[src/rtl/drv_display_n_pkg.sv]
// Shared constants and the hex glyph table for the multiplexed 7-segment driver.
// Glyph bit order is {g,f,e,d,c,b,a}, active-high.
package drv_display_n_pkg;

   localparam logic [4:0] CODE_BLANK = 5'd16;
   localparam logic [4:0] CODE_DASH  = 5'd17;

   localparam logic [6:0] SEG_BLANK  = 7'b0000000;
   localparam logic [6:0] SEG_DASH   = 7'b1000000;

   // Hexadecimal glyphs 0..F
   function automatic logic [6:0] hex_glyph(input logic [3:0] nib);
      logic [6:0] g;
      case (nib)
         4'h0:    g = 7'b0111111;
         4'h1:    g = 7'b0000110;
         4'h2:    g = 7'b1011011;
         4'h3:    g = 7'b1001111;
         4'h4:    g = 7'b1100110;
         4'h5:    g = 7'b1101101;
         4'h6:    g = 7'b1111101;
         4'h7:    g = 7'b0000111;
         4'h8:    g = 7'b1111111;
         4'h9:    g = 7'b1101111;
         4'hA:    g = 7'b1110111;
         4'hB:    g = 7'b1111100;
         4'hC:    g = 7'b0111001;
         4'hD:    g = 7'b1011110;
         4'hE:    g = 7'b1111001;
         default: g = 7'b1110001;
      endcase
      return g;
   endfunction

endpackage

[src/rtl/drv_display_n_if.sv]
// Bundle between the numeric producer (master) and the display driver (slave).
// There is no handshake: load is a one-cycle capture strobe, blank_lz,
// blink_mask and brightness are levels sampled every cycle, and the display
// outputs are registered and valid on every cycle.
interface drv_display_n_if #(
   parameter int N_DIGITS = 3
);
   logic [5*N_DIGITS-1:0] digits;
   logic [N_DIGITS-1:0]   dp;
   logic                  load;
   logic                  blank_lz;
   logic [N_DIGITS-1:0]   blink_mask;
   logic [3:0]            brightness;
   logic [N_DIGITS-1:0]   enable;
   logic [6:0]            segmentos;
   logic                  dp_out;
   logic                  frame_tick;

   modport master (
      output digits, dp, load, blank_lz, blink_mask, brightness,
      input  enable, segmentos, dp_out, frame_tick
   );

   modport slave (
      input  digits, dp, load, blank_lz, blink_mask, brightness,
      output enable, segmentos, dp_out, frame_tick
   );
endinterface

[src/rtl/drv_display_n_glyph.sv]
// Combinational digit-code to segment decoder: 0..15 hex, 17 dash, others blank.
module seg7_glyph
   import drv_display_n_pkg::*;
(
   input  logic [4:0] code_i,
   output logic [6:0] glyph_o
);

   // Codes with bit 4 clear are hex; of the upper half only the dash code lights
   always_comb begin
      glyph_o = SEG_BLANK;
      if (code_i[4] == 1'b0) begin
         glyph_o = hex_glyph(code_i[3:0]);
      end else if (code_i == CODE_DASH) begin
         glyph_o = SEG_DASH;
      end
   end

endmodule

[src/rtl/drv_display_n.sv]
// Multiplexed N-digit 7-segment driver: prescaled digit scan, frame-synchronous
// double buffer, leading-zero suppression, per-digit blink and PWM brightness.
module drv_display_n
   import drv_display_n_pkg::*;
#(
   parameter int N_DIGITS     = 3,
   parameter int PRESCALE     = 32,
   parameter int BLINK_FRAMES = 64
) (
   input logic           clk,
   input logic           rst,
   drv_display_n_if.slave bus
);

   localparam int PW = $clog2(PRESCALE);
   localparam int SW = (N_DIGITS > 1) ? $clog2(N_DIGITS) : 1;
   localparam int BW = (BLINK_FRAMES > 1) ? $clog2(BLINK_FRAMES) : 1;
   localparam int CW = 5 * N_DIGITS;

   localparam logic [PW-1:0]       P_LAST  = PW'(PRESCALE - 1);
   localparam logic [SW-1:0]       S_LAST  = SW'(N_DIGITS - 1);
   localparam logic [BW-1:0]       B_LAST  = BW'(BLINK_FRAMES - 1);
   localparam logic [N_DIGITS-1:0] EN_ONE  = N_DIGITS'(1);

   logic [PW-1:0]       p_q;
   logic [SW-1:0]       s_q;
   logic [BW-1:0]       blink_cnt_q;
   logic                phase_q;
   logic                pend_v_q;
   logic [CW-1:0]       pend_codes_q;
   logic [CW-1:0]       act_codes_q;
   logic [N_DIGITS-1:0] pend_dp_q;
   logic [N_DIGITS-1:0] act_dp_q;

   logic [N_DIGITS-1:0] enable_q, enable_d;
   logic [6:0]          seg_q, seg_d;
   logic                dp_q, dp_d;
   logic                tick_q;

   logic                boundary;
   logic [N_DIGITS-1:0] lz_mask;
   logic [4:0]          cur_code;
   logic                cur_dp;
   logic                cur_lz;
   logic                cur_blink;
   logic [6:0]          glyph;

   // Last cycle of the last slot: buffer swap, blink count and frame tick happen here
   assign boundary = (p_q == P_LAST) && (s_q == S_LAST);

   // A digit is suppressed while it and every digit above it are zero; digit 0 never is
   always_comb begin
      logic run;
      run     = bus.blank_lz;
      lz_mask = '0;
      for (int i = N_DIGITS - 1; i >= 1; i--) begin
         run        = run && (act_codes_q[5*i +: 5] == 5'd0);
         lz_mask[i] = run;
      end
   end

   // Pick the code, dp, suppression and blink state of the digit being scanned
   always_comb begin
      cur_code  = act_codes_q[4:0];
      cur_dp    = act_dp_q[0];
      cur_lz    = 1'b0;
      cur_blink = 1'b0;
      for (int i = 0; i < N_DIGITS; i++) begin
         if (s_q == SW'(i)) begin
            cur_code  = act_codes_q[5*i +: 5];
            cur_dp    = act_dp_q[i];
            cur_lz    = lz_mask[i];
            cur_blink = phase_q && bus.blink_mask[i];
         end
      end
   end

   seg7_glyph u_glyph (
      .code_i  (cur_code),
      .glyph_o (glyph)
   );

   // Next outputs: PWM window skips p=0 as a guard against ghosting between digits
   always_comb begin
      enable_d = '0;
      if ((p_q != '0) && (p_q[3:0] <= bus.brightness)) begin
         enable_d = EN_ONE << s_q;
      end
      seg_d = (cur_lz || cur_blink) ? SEG_BLANK : glyph;
      dp_d  = cur_blink ? 1'b0 : cur_dp;
   end

   // Scan counters, blink phase and the tear-free double buffer
   always_ff @(posedge clk) begin
      if (rst) begin
         p_q          <= '0;
         s_q          <= '0;
         blink_cnt_q  <= '0;
         phase_q      <= 1'b0;
         pend_v_q     <= 1'b0;
         pend_codes_q <= {N_DIGITS{CODE_BLANK}};
         pend_dp_q    <= '0;
         act_codes_q  <= {N_DIGITS{CODE_BLANK}};
         act_dp_q     <= '0;
      end else begin
         if (p_q == P_LAST) begin
            p_q <= '0;
            s_q <= (s_q == S_LAST) ? '0 : s_q + 1'b1;
         end else begin
            p_q <= p_q + 1'b1;
         end

         if (boundary) begin
            if (blink_cnt_q == B_LAST) begin
               blink_cnt_q <= '0;
               phase_q     <= ~phase_q;
            end else begin
               blink_cnt_q <= blink_cnt_q + 1'b1;
            end
         end

         // A load landing on the boundary goes straight to active and wins over pending
         if (bus.load && boundary) begin
            act_codes_q <= bus.digits;
            act_dp_q    <= bus.dp;
            pend_v_q    <= 1'b0;
         end else begin
            if (boundary && pend_v_q) begin
               act_codes_q <= pend_codes_q;
               act_dp_q    <= pend_dp_q;
               pend_v_q    <= 1'b0;
            end
            if (bus.load) begin
               pend_codes_q <= bus.digits;
               pend_dp_q    <= bus.dp;
               pend_v_q     <= 1'b1;
            end
         end
      end
   end

   // Output register: pins reflect the scan state of the previous cycle
   always_ff @(posedge clk) begin
      if (rst) begin
         enable_q <= '0;
         seg_q    <= '0;
         dp_q     <= 1'b0;
         tick_q   <= 1'b0;
      end else begin
         enable_q <= enable_d;
         seg_q    <= seg_d;
         dp_q     <= dp_d;
         tick_q   <= boundary;
      end
   end

   assign bus.enable     = enable_q;
   assign bus.segmentos  = seg_q;
   assign bus.dp_out     = dp_q;
   assign bus.frame_tick = tick_q;

endmodule
[src/flat_wrapper.sv]
// flat-port wrapper written by rule: the top's interface ports become plain ports
module drv_display_n_flat import drv_display_n_pkg::*;
#(
   parameter int N_DIGITS     = 3,
   parameter int PRESCALE     = 32,
   parameter int BLINK_FRAMES = 64
)
  (clk, rst, bus_digits, bus_dp, bus_load, bus_blank_lz, bus_blink_mask, bus_brightness, bus_enable, bus_segmentos, bus_dp_out, bus_frame_tick);
  drv_display_n_if #(.N_DIGITS(N_DIGITS)) bus_i ();
  input logic clk;
  input logic rst;
  input wire logic [$bits(bus_i.digits)-1:0] bus_digits;
  input wire logic [$bits(bus_i.dp)-1:0] bus_dp;
  input wire logic [$bits(bus_i.load)-1:0] bus_load;
  input wire logic [$bits(bus_i.blank_lz)-1:0] bus_blank_lz;
  input wire logic [$bits(bus_i.blink_mask)-1:0] bus_blink_mask;
  input wire logic [$bits(bus_i.brightness)-1:0] bus_brightness;
  output wire logic [$bits(bus_i.enable)-1:0] bus_enable;
  output wire logic [$bits(bus_i.segmentos)-1:0] bus_segmentos;
  output wire logic [$bits(bus_i.dp_out)-1:0] bus_dp_out;
  output wire logic [$bits(bus_i.frame_tick)-1:0] bus_frame_tick;
  assign bus_i.digits = bus_digits;
  assign bus_i.dp = bus_dp;
  assign bus_i.load = bus_load;
  assign bus_i.blank_lz = bus_blank_lz;
  assign bus_i.blink_mask = bus_blink_mask;
  assign bus_i.brightness = bus_brightness;
  assign bus_enable = bus_i.enable;
  assign bus_segmentos = bus_i.segmentos;
  assign bus_dp_out = bus_i.dp_out;
  assign bus_frame_tick = bus_i.frame_tick;
  drv_display_n #(.N_DIGITS(N_DIGITS), .PRESCALE(PRESCALE), .BLINK_FRAMES(BLINK_FRAMES)) u_core (.clk(clk), .rst(rst), .bus(bus_i));
endmodule
[config.mk]
export PLATFORM = sky130hd
export DESIGN_NAME = drv_display_n_flat
export DESIGN_NICKNAME = d
export VERILOG_FILES = /design/src/rtl/drv_display_n_pkg.sv /design/src/rtl/drv_display_n_if.sv /design/src/rtl/drv_display_n_glyph.sv /design/src/rtl/drv_display_n.sv /design/src/flat_wrapper.sv
export SDC_FILE = /design/constraint.sdc
export NUM_CORES = 1
export LEC_CHECK = 0
export BUFFER_PORTS_ARGS = -buffer_cell sky130_fd_sc_hd__buf_2
export CORE_ASPECT_RATIO = 1.2
export CORE_MARGIN = 3
export CORE_UTILIZATION = 58
export CTS_BUF_LIST = sky130_fd_sc_hd__clkbuf_8
export DETAILED_ROUTE_END_ITERATION = 10
export HOLD_SLACK_MARGIN = 0.12
export PLACE_DENSITY = 0.8
export REMOVE_ABC_BUFFERS = 1
export SLEW_MARGIN = 20
export SYNTH_ARGS = -nofsm -noshare
export SYNTH_HDL_FRONTEND = slang
export SYNTH_HIERARCHICAL = 1
export SYNTH_SLANG_ARGS = --single-unit
export TNS_END_PERCENT = 30
[constraint.sdc]
create_clock -name clk -period 2.91 [get_ports clk]
set_input_delay 0.582 -clock clk [delete_from_list [all_inputs] [get_ports clk]]
set_output_delay 0.582 -clock clk [all_outputs]
set_load 0.03 [all_outputs]
* Yosys cells after proc, flatten, opt, wreduce, memory -nomap -nowiden
Memory sizes are Yosys's and may differ from the RTL's. Index checks and enable logic that the tools add are counted.
Storage, ports and cells: bits in read-only memories 112, input port bits 29, memory bits (writable) 0, bits in latches 0, flip-flop bits (word level) 63, word-level logic and storage cells 69, memories kept 1
Memory list:
- (name not given) | words 16, width 7, rd ports 1, clocked after memory_dff 0, write ports 0, line drv_display_n_pkg.sv:14 | case (nib)
Operators by class: shift-type cells 1, bitwise operators 3, add/sub/neg operators 3, order comparisons 1, divide/modulo/power cells 0, $mul 0, mux-type cells 19, equal/unequal tests 5, reductions and logical operators 23
Operator list (number):
- $mux 15 | 2
- $mux 7 | 2
- $eq 5x5->1 const B | 2
- $logic_not 5->1 | 2
- $mux 5 | 2
- $reduce_or 2->1 | 5
- $logic_and 1x1->1 | 9
- $mux 1 | 9
- $add 6x1->6 const B | 1
- $eq 6x6->1 const B | 1
- $mux 3 | 2
- $mux 6 | 1
- $add 5x1->5 const B | 1
- $reduce_bool 5->1 | 1
- $le 4x4->1 | 1
- $reduce_and 2->1 | 2
- $reduce_bool 2->1 | 2
- $not 1->1 | 3
- $shl 1x2->3 const A | 1
- $add 2x1->2 const B | 1
- $eq 2x1->1 const B | 1
- $eq 2x2->1 const B | 1
- $logic_not 2->1 | 1
- $mux 2 | 1
- $logic_or 1x1->1 | 1

* Longest topological paths before layout
Gate-level depths: netlist (run 1).
depth in word-level cells 7, gate-level depth with buffers 12, mapped depth without buffers 10

* Hierarchy
The synthesis (run 1) kept the hierarchy.
By module, submodules not included:
- drv_display_n | cells each 303, instances 1, area each 2872.8 um2
- seg7_glyph | cells each 42, instances 1, area each 330.3 um2

* Worst setup path after synthesis (run 1)
OpenSTA, ideal clock, no wires.
path type reg2reg, start point register u_core.s_q[1], end point register u_core.seg_q[3], in the netlist u_core/bus.segmentos[3], setup slack 396 ps, data required time 2824 ps, clock period less this slack 2514 ps, cell stages (with the launch flop) 13, buffers on the path 3, arrival 2428 ps, cells stage by stage dfxtp_1 -> buf_4 -> buf_2 -> buf_4 -> mux2i_1 -> a21oi_1 -> inv_1 -> ha_1 -> inv_1 -> mux4_2 -> nor2_1 -> inv_1 -> a211oi_1
On the way: elaborated cells between the ends (all ways) 14, those cells by class 2 x eq/ne; 8 x mux; 3 x reduce/logical; 1 x memory
RTL lines:
- start, declared | line drv_display_n.sv:26 | logic [SW-1:0] s_q;
- start signal, assigned | line drv_display_n.sv:108 | s_q <= (s_q == S_LAST) ? '0 : s_q + 1'b1;
- $eq 2x1->1 | line drv_display_n.sv:69 | if (s_q == SW'(i)) begin
- $mux 5 | line drv_display_n.sv:69
- $mux 5 (*) | line drv_display_n.sv:69
- named net u_core.cur_code[1] | line drv_display_n.sv:42 | logic [4:0] cur_code;
- $mem_v2 16x7 (*)
- $mux 7 (*) | line drv_display_n_glyph.sv:12 | if (code_i[4] == 1'b0) begin
- named net u_core.glyph[3] | line drv_display_n.sv:46 | logic [6:0] glyph;
- end signal, assigned | line drv_display_n.sv:151 | seg_q <= seg_d;
- end, declared | line drv_display_n.sv:36 | logic [6:0] seg_q, seg_d;
The timed path passes the listed nets; every way through them passes the cells marked *. A chain may end at the register's enable or synchronous reset.

* Worst setup path in the final report (run 1)
Ends and elaborated chain as after synthesis.

==> results of run 1 <==
[layer usage]
layer,GRT usage,vias to the layer above
met5,0,-
met4,0.05931,0
met3,0.06697,7
met2,0.3734,53
met1,0.2740,1224
li1,-,1316
[layout make-up]
class,count,share of cell area
clock buffers,10,0.03806
inverters,18,0.01869
clock inverters,5,0.02042
multi-input cells,239,0.4785
repair buffers,49,0.07405
flip-flops and latches,63,0.3488
well taps,62,0.02145
[flip-flops by register name, indices dropped and copies added, names as in the netlist]
signal,cells
u_core/s_q,2
u_core/blink_cnt_q,6
u_core/pend_dp_q,3
u_core/pend_v_q,1
u_core/bus.enable,3
u_core/bus.segmentos,7
u_core/bus.dp_out,1
u_core/act_codes_q,15
u_core/p_q,5
u_core/pend_codes_q,15
u_core/phase_q,1
u_core/bus.frame_tick,1
u_core/act_dp_q,3
[through the flow]
step,hold WS [ns],utilization,cell area (sq um),setup WS (ns),power [mW]
after floorplan,0.4317,-,3059,0.2325,0.9802
after global placement,0.4457,0.6383,3405,0.5084,1.034
after detailed placement,0.4629,0.6383,3405,0.3761,1.039
after CTS,0.4749,0.6779,3616,0.3545,1.860
after global routing,0.4907,0.6779,3616,0.07513,1.910
final,0.4749,0.6779,3616,0.3126,1.839
[logic make-up (layout without fill, tap and decap cells)]
logic type,after synthesis,after routing
and+or+nand+nor,92,92
buffers and inverters,43,82
AOI/OAI and AO/OA,101,101
DFF,63,63
muxes,27,27
xor gates and xnor gates,4,4
adders and majority gates,15,15
[report_power, final]
group	internal [mW]	switching (mW)	total, mW
logic	0.0539	0.0719	0.126
registers	0.883	0.0111	0.894
clock network	0.495	0.324	0.819
total	1.43	0.407	1.84
[worst max path at each step]
stage | startpoint | end | slack (ns) | cells after the start
floorplan | u_core/s_q[1]$_SDFFE_PP0N_ | u_core/bus.segmentos[3]$_SDFF_PP0_ | 0.23 | 6
global placement | u_core/s_q[1]$_SDFFE_PP0N_ | u_core/bus.segmentos[3]$_SDFF_PP0_ | 0.51 | 9
detailed placement | u_core/s_q[1]$_SDFFE_PP0N_ | u_core/bus.segmentos[3]$_SDFF_PP0_ | 0.38 | 9
CTS | u_core/s_q[1]$_SDFFE_PP0N_ | u_core/bus.segmentos[3]$_SDFF_PP0_ | 0.35 | 9
global route | u_core/s_q[1]$_SDFFE_PP0N_ | u_core/bus.segmentos[3]$_SDFF_PP0_ | 0.08 | 9
finish | u_core/s_q[1]$_SDFFE_PP0N_ | u_core/bus.segmentos[3]$_SDFF_PP0_ | 0.31 | 9
[Yosys cell counts (2+ instances only)]
master and n:
a211oi_1 15, a211oi_2 2, a21oi_1 29, a221o_1 3, and3_1 4, buf_1 3, buf_2 7, buf_4 3
buf_6 4, clkbuf_1 8, dfxtp_1 63, ha_1 15, inv_1 17, mux2_1 2, mux2i_1 24, nand2_1 14
nand3_1 23, nand3b_1 2, nand4_1 2, nor2_1 13, nor2b_1 7, nor3_1 5, o21ai_0 25, o21ai_1 3
o2bb2ai_1 15, or2_2 3, or3_1 3, xnor2_1 2, xor2_1 2
[worst reg2reg max path, cell delays in order (launching register included)]
cell,delay (ns)
dfxtp_1,0.61
mux2i_1,0.16
a21oi_1,0.45
inv_1,0.18
ha_1,0.34
inv_1,0.04
mux4_2,0.44
nor2_1,0.09
inv_1,0.05
a211oi_1,0.15
==> metrics, run 1 <==
status=finished, final reports clean; maximum clock frequency=0.3850 GHz; Syn Area/Cell=9.284 sq um; CTS tree=built; final hold violation count=0; period utilization=0.8926; Post-Synth Simple-Gate Area=0.1672; pwr/cell area=508.5 nW/um^2; Max Root-Sink Buffers=2; boundary pin count=41; Final Non-Filler Cells=446; Critical path buffers and inverters=3; Hold Path End=u_core/pend_codes_q[1]$_SDFFE_PP0P_; root buf cell=clkbuf_8; area grow syn2layout=12.89%; cts bufs inserted=9; leading post-synthesis cells by cell area=dfxtp_1 39%, mux2i_1 7.5%, ha_1 5.9%, a21oi_1 4.5%, o2bb2ai_1 4.1%; dominant cell type by area after synthesis=dfxtp_1; Core ar.=5334 sq um; Metal-1 WL=2997 um; Worst setup SP type=flip-flop; placed cell count=431; Synth Register Bits=63; Hold Startpoint=u_core/pend_codes_q[1]$_SDFFE_PP0P_; RSZ-0062 raised after global routing=no; number of iterations in the first detailed-routing pass=4; Via Count=2600; Main synth FF type=dfxtp_1; DRC viols=0; top cell type's share of synthesized area=0.3938; Post-Syn Area=3203 sq um; Top Layer Used=met4; Routed Wire Length=6615 um; Final GP Congestion=0.8777; Cell variety after synth=56; port buffer count=40; Worst Path Required=3.16 ns; final max-slew violation count=0; Fillers=431; share of flip-flops with an asynchronous set or reset=0; Detailed Route Iter0 Violations=115; r2r setup slk=0.31 ns; post-synthesis adder-cell area fraction=0.05859; FF+latch area=1261 sq um; Pleak=1.525 nW; Nets=424; clock-pin slew on the worst setup and hold paths=0.06 ns; Vias/cell=5.830; most common cell after layout, fill and taps aside=dfxtp_1; vias in the first global route=2467; first-pass GRT wire length=11180 um; most frequent cells in the layout=63 x dfxtp_1, 40 x buf_2, 29 x a21oi_1; family with the most delay on the worst path=flip-flops; largest net degree at the start of global routing=30; largest family of logic cells by synthesized area=compound AO/OA/AOI/OAI gates; die area=6454 sq um; post-route ant nets=0; Tmin final=2.597 ns; critical path capture point type=flip-flop; CP dominant cell by count=inv_1; EDFF count, synth=0; total negative slack=0 ns; post-synthesis instance total=345; GR Overflow Total=0; worst clock skew=0.006848 ns; initial antenna violation count=0; max_slew headroom=0.4902; mux cell area share after synthesis=0.08906; hold_buf cts=0; VDD IR max=0.3573 mV; die height=87.41 um; Initial Utilization=0.6005; Max stage delay on crit path=0.61 ns; worst hold stages=2; final setup fails=0; CP arrival=2.85 ns; RR Endpoint=u_core/bus.segmentos[3]$_SDFF_PP0_; FF-to-FF path depth=9; Worst-Skew Late Latency=0.34 ns; Rows=29; Crit-path slowest cell=dfxtp_1; Resize count post-CTS=0; GRT Resource Usage Total=0.2223; Die Wd=73.84 um; share of layout cells above drive strength 1=0.2109; Yosys warnings=6; worst slew pin tran=0.7647 ns; Post-CTS Setup Bufs=0; RR Startpoint=u_core/s_q[1]$_SDFFE_PP0N_; htree depth=3; hpwl dp=4547 um; Hold Crit Class=flip-flop to flip-flop; Routed wire per std cell=14.83 um; crit path cell chain=mux2i_1 -> a21oi_1 -> inv_1 -> ha_1 -> inv_1 -> mux4_2 -> nor2_1 -> inv_1 -> a211oi_1; Max Cap Viol=0; Met2 Routed Length=3282 um; CTS sink cnt=63; Inserted Diodes=0; crit-path max FO=13; Compound-Gate Fraction of Synth Area=0.2145; WS Path Type=flip-flop to flip-flop; register area share after synthesis=0.3937; Post-Synth XOR/XNOR Area=0.01094; WL met3=263 um; area of the multi-input gates=1730 sq um
Note: power is estimated with default switching activity, not from simulation.
==> run 2: changes to the inputs <==
--- a/config.mk
+++ b/config.mk
@@ -13,7 +13,9 @@
 export DETAILED_ROUTE_END_ITERATION = 10
 export HOLD_SLACK_MARGIN = 0.12
 export PLACE_DENSITY = 0.8
+export RECOVER_POWER = 25
 export REMOVE_ABC_BUFFERS = 1
+export SETUP_SLACK_MARGIN = 0.1
 export SLEW_MARGIN = 20
 export SYNTH_ARGS = -nofsm -noshare
 export SYNTH_HDL_FRONTEND = slang
==> metrics, run 2 (synthesized netlist as in run 1, its figures left out) <==
Max Root-Sink Buffers=2 (unchanged); CTS sink cnt=63 (unchanged); Vias/cell=5.863 (+0.58%); post-route ant nets=0 (unchanged); clock-pin slew on the worst setup and hold paths=0.06 ns (about the same); Worst setup SP type=flip-flop; cts bufs inserted=9 (unchanged); Max Cap Viol=0 (unchanged); GRT Resource Usage Total=0.2223 (unchanged); Rows=29 (unchanged); htree depth=3 (unchanged); Routed Wire Length=6606 um (-0.14%); Resize count post-CTS=0 (unchanged); placed inst area=3405 sq um (unchanged); root buf cell=clkbuf_8; CP arrival=2.65 ns (-0.20 ns); Initial Utilization=0.6005 (unchanged); boundary pin count=41 (unchanged); worst slew pin tran=0.7755 ns (+0.01080 ns); Core ar.=5334 sq um (unchanged); GR Overflow Total=0 (unchanged); CP dominant cell by count=inv_1; Worst Path Required=3.16 ns (about the same); Final GP Congestion=0.8777 (unchanged); Pleak=1.472 nW (-3.5%); initial antenna violation count=0 (unchanged); status=finished, final reports clean; Detailed Route Iter0 Violations=158 (+37%); VDD IR max=0.3563 mV (-0.27%); number of iterations in the first detailed-routing pass=5 (+1); first-pass GRT wire length=11180 um (unchanged); Crit-path slowest cell=dfxtp_1; most frequent cells in the layout=63 x dfxtp_1, 28 x buf_2, 28 x a21oi_1; Routed wire per std cell=14.81 um (-0.14%); crit-path max FO=13 (unchanged); Worst-Skew Late Latency=0.34 ns (about the same); final hold violation count=0 (unchanged); hold_buf cts=0 (unchanged); die area=6454 sq um (unchanged); Nets=424 (unchanged); overall power=1.835 mW (-0.19%); vias in the first global route=2467 (unchanged); share of layout cells above drive strength 1=0.1823 (-0.02865); total negative slack=0 ns (unchanged); Final WS setup=0.5126 ns (+0.1999 ns); final setup fails=0 (unchanged); Post-CTS Setup Bufs=0 (unchanged); die height=87.41 um (unchanged); Setup Slack @ Placement=0.3761 ns (unchanged); maximum clock frequency=0.4171 GHz (+8.3%); area grow syn2layout=12.54%; max_slew headroom=0.4830 (-0.007201); Die Wd=73.84 um (unchanged); hpwl dp=4547 um (unchanged); pwr/cell area=509.1 nW/um^2 (+0.13%); period utilization=0.8239 (-0.06871); crit path cell chain=mux2i_1 -> a21oi_2 -> inv_1 -> ha_1 -> inv_1 -> mux4_2 -> nor2_1 -> inv_1 -> a211oi_1; largest net degree at the start of global routing=30 (unchanged); most common cell after layout, fill and taps aside=dfxtp_1; DRC viols=0 (unchanged); Tmin final=2.397 ns (-0.1999 ns); Hold Crit Class=flip-flop to flip-flop; worst clock skew=0.007213 ns (+0.0003647 ns); CTS tree=built; design area=3605 sq um (-0.31%); Max stage delay on crit path=0.61 ns (about the same); port buffer count=40 (unchanged); final max-slew violation count=0 (unchanged); Inserted Diodes=0 (unchanged); WS Path Type=flip-flop to flip-flop; Via Count=2615 (+0.58%); RSZ-0062 raised after global routing=no; critical path capture point type=flip-flop
[run 2: changes by cell type in the layout (fill, tap and decap cells not counted)]
cell,change
a21oi_1,-1
a21oi_2,+1
buf_2,-12
clkbuf_1,+12
[run 2: worst max-delay path: cells and delay by family, from the launching register on]
kind | cells | cell delay (ns)
simple gates | 1 | 0.09
buf+inv | 3 | 0.24
compound gates | 2 | 0.45
fa+ha+maj | 1 | 0.32
mux | 2 | 0.61
flops | 1 | 0.61
[run 2: through the flow]
stage | instances | hold WS [ns] | util
3_3_place_gp | 431 | 0.4457 | 0.6383
3_5_place_dp | 431 | 0.4629 | 0.6383
2_1_floorplan | 320 | 0.4317 | -
6_report | 446 | 0.4748 | 0.6758
5_1_grt | 446 | 0.4907 | 0.6758
4_1_cts | 446 | 0.4749 | 0.6779
[run 2: final cells by class]
class / count / area [sq um]
Multi-Input combinational cell: 239 / 1734
Inverter: 18 / 67.56
Tap cell: 62 / 77.57
Fill cell: 440 / 1729
Sequential cell: 63 / 1261
Clock inverter: 5 / 73.82
Timing Repair Buffer: 49 / 252.7
Clock buffer: 10 / 137.6
[run 2: worst paths after layout]
check / to / start / slack, ns / cells past startpoint
max reg2reg: u_core/bus.segmentos[3]$_SDFF_PP0_ / u_core/s_q[1]$_SDFFE_PP0N_ / 0.51 / 9
min reg2reg: u_core/pend_codes_q[1]$_SDFFE_PP0P_ / u_core/pend_codes_q[1]$_SDFFE_PP0P_ / 0.47 / 2
min: u_core/pend_codes_q[1]$_SDFFE_PP0P_ / u_core/pend_codes_q[1]$_SDFFE_PP0P_ / 0.47 / 2
max: u_core/bus.segmentos[3]$_SDFF_PP0_ / u_core/s_q[1]$_SDFFE_PP0N_ / 0.51 / 9
[run 2: report_power, final]
group          switching (mW)  internal (mW)
clock network           0.322          0.495
logic                  0.0718         0.0534
registers              0.0111          0.883
[run 2: per-layer routing]
layer / vias up / share of wire / GRT usage
li1: 1318 / - / -
met1: 1229 / 0.45 / 0.2740
met2: 61 / 0.50 / 0.3734
met3: 7 / 0.047 / 0.06697
met5: - / 0 / 0
met4: 0 / 0.011 / 0.05931
==> run 3: changes to the inputs <==
--- a/config.mk
+++ b/config.mk
@@ -8,11 +8,11 @@
 export BUFFER_PORTS_ARGS = -buffer_cell sky130_fd_sc_hd__buf_2
 export CORE_ASPECT_RATIO = 1.2
 export CORE_MARGIN = 3
-export CORE_UTILIZATION = 58
+export CORE_UTILIZATION = 54
 export CTS_BUF_LIST = sky130_fd_sc_hd__clkbuf_8
 export DETAILED_ROUTE_END_ITERATION = 10
 export HOLD_SLACK_MARGIN = 0.12
-export PLACE_DENSITY = 0.8
+export PLACE_DENSITY = 0.78
 export RECOVER_POWER = 25
 export REMOVE_ABC_BUFFERS = 1
 export SETUP_SLACK_MARGIN = 0.1
==> constraint.sdc (replaced) <==
create_clock -name clk -period 2 [get_ports clk]
set_input_delay 0.4 -clock clk [delete_from_list [all_inputs] [get_ports clk]]
set_output_delay 0.4 -clock clk [all_outputs]
set_load 0.03 [all_outputs]
==> metrics, run 3 (synthesized netlist as in run 1, its figures left out) <==
Nets=442 (+4.2%); Inserted Diodes=0 (unchanged); port buffer count=40 (unchanged); Worst-Skew Late Latency=0.34 ns (about the same); most frequent cells in the layout=58 x dfxtp_1, 28 x buf_2, 24 x o21ai_0; die area=6895 sq um (+6.8%); clock-pin slew on the worst setup and hold paths=0.07 ns (about the same); WS Path Type=flip-flop to flip-flop; overall power=2.730 mW (+49%); Setup Slack @ Placement=-0.1103 ns (-0.4864 ns); largest net degree at the start of global routing=32 (+6.7%); pwr/cell area=673.6 nW/um^2 (+32%); Vias/cell=5.718 (-2.5%); worst clock skew=0.008151 ns (+0.0009388 ns); vias in the first global route=2588 (+4.9%); hold_ws=0.3071 ns (-0.1676 ns); placed cell count=463 (+7.4%); Rows=30 (+3.4%); RSZ-0062 raised after global routing=yes; area grow syn2layout=26.52%; hold_buf cts=0 (unchanged); Worst Path Required=2.21 ns (-0.95 ns); Final Non-Filler Cells=483 (+8.3%); initial antenna violation count=0 (unchanged); utilization after layout=0.7103 (+0.03449); worst slew pin tran=0.6243 ns (-0.1512 ns); Pleak=1.606 nW (+9.1%); post-route ant nets=0 (unchanged); GR Overflow Total=0 (unchanged); GRT Resource Usage Total=0.2086 (-0.01370); Initial Utilization=0.5614 (-0.03911); total negative slack=0 ns (unchanged); boundary pin count=41 (unchanged); placed inst area=3557 sq um (+4.5%); DRC viols=0 (unchanged); most common cell after layout, fill and taps aside=dfxtp_1; worst hold stages=3 (+1); Max Root-Sink Buffers=2 (unchanged); final hold violation count=0 (unchanged); Die Wd=76.31 um (+3.3%); Hold Crit Class=input port to flip-flop; first-pass GRT wire length=11840 um (+5.9%); share of layout cells above drive strength 1=0.3176 (+0.1353); cts bufs inserted=9 (unchanged); period utilization=0.9977 (+0.1738); VDD IR max=0.7826 mV (+120%); Worst setup SP type=flip-flop; design area=4053 sq um (+12%); Final WS setup=0.004638 ns (-0.5079 ns); status=finished, final reports clean; Routed wire per std cell=15.84 um (+7.0%); maximum clock frequency=0.5012 GHz (+20%); max_slew headroom=0.5815 (+0.09851); Tmin final=1.995 ns (-0.4021 ns); CP arrival=2.21 ns (-0.44 ns); CTS tree=built; FF-to-FF path depth=9 (unchanged); die height=90.37 um (+3.4%); final setup fails=0 (unchanged); Max Cap Viol=0 (unchanged); Detailed Route Iter0 Violations=216 (+37%); crit-path max FO=8 (-5); htree depth=3 (unchanged); Via Count=2762 (+5.6%); Routed Wire Length=7652 um (+16%); Final GP Congestion=0.9049 (+3.1%); final max-slew violation count=0 (unchanged); Core ar.=5705 sq um (+7.0%); critical path capture point type=flip-flop; number of iterations in the first detailed-routing pass=5 (unchanged); CTS sink cnt=63 (unchanged); root buf cell=clkbuf_8; hpwl dp=4973 um (+9.4%)
## run 3: cell count changes in the layout (fill, tap and decap cells not counted), sizes merged
cell | before | now
clkinv | 3 | 2
clkinvlp | 0 | 3
clkbuf | 22 | 23
buf | 37 | 53
## run 3: power by group
| group | total (mW) | switching (mW) | internal, mW |
|---|---|---|---|
| clock | 1.23 | 0.523 | 0.703 |
| combinational | 0.204 | 0.115 | 0.0890 |
| sequential | 1.30 | 0.0183 | 1.28 |
| total | 2.73 | 0.656 | 2.07 |
## run 3: timing repair
action / 4_1_cts / 5_1_grt
gates resized for setup: 10 / 49
setup endpoints to repair: 6 / 46
pin swaps: 4 / 14
gates cloned: 0 / 2
endpoints found under the hold margin: 0 / 0
setup buffers: 0 / 2
## run 3: layout make-up
class / instances / area [sq um]
fillers: 441 / 1653
inverters: 18 / 67.56
clock buffers: 9 / 123.9
multi-input cells: 239 / 1906
flip-flops and latches: 63 / 1272
repair buffers: 67 / 486.7
clock inverters: 7 / 96.34
well taps: 80 / 100.1
## run 3: worst paths after layout
kind / start / endpoint / slack (ns)
worst min register to register: u_core/p_q[0]$_SDFF_PP0_ / u_core/p_q[0]$_SDFF_PP0_ / 0.45
worst min-delay path: bus_digits[4] / u_core/pend_codes_q[4]$_SDFFE_PP1P_ / 0.31
worst max register to register: u_core/p_q[1]$_SDFF_PP0_ / u_core/pend_codes_q[10]$_SDFFE_PP0P_ / 0.005
worst max-delay path: u_core/p_q[1]$_SDFF_PP0_ / u_core/pend_codes_q[10]$_SDFFE_PP0P_ / 0.005
## run 3: routing by layer
metal	global-route usage	vias up	wire length, um
li1	-	1359	-
met1	0.2574	1329	3379
met2	0.3548	67	3919
met3	0.05788	7	262
met4	0.05891	0	91
met5	0	-	0
## run 3: critical path, cell delays in order (launching register included)
cell       delay, ns
dfxtp_1         0.43
ha_4            0.17
and3_4          0.20
ha_4            0.14
buf_6           0.13
nand3b_1        0.26
buf_4           0.25
clkbuf_16       0.15
nand3_1         0.09
a21oi_2         0.05
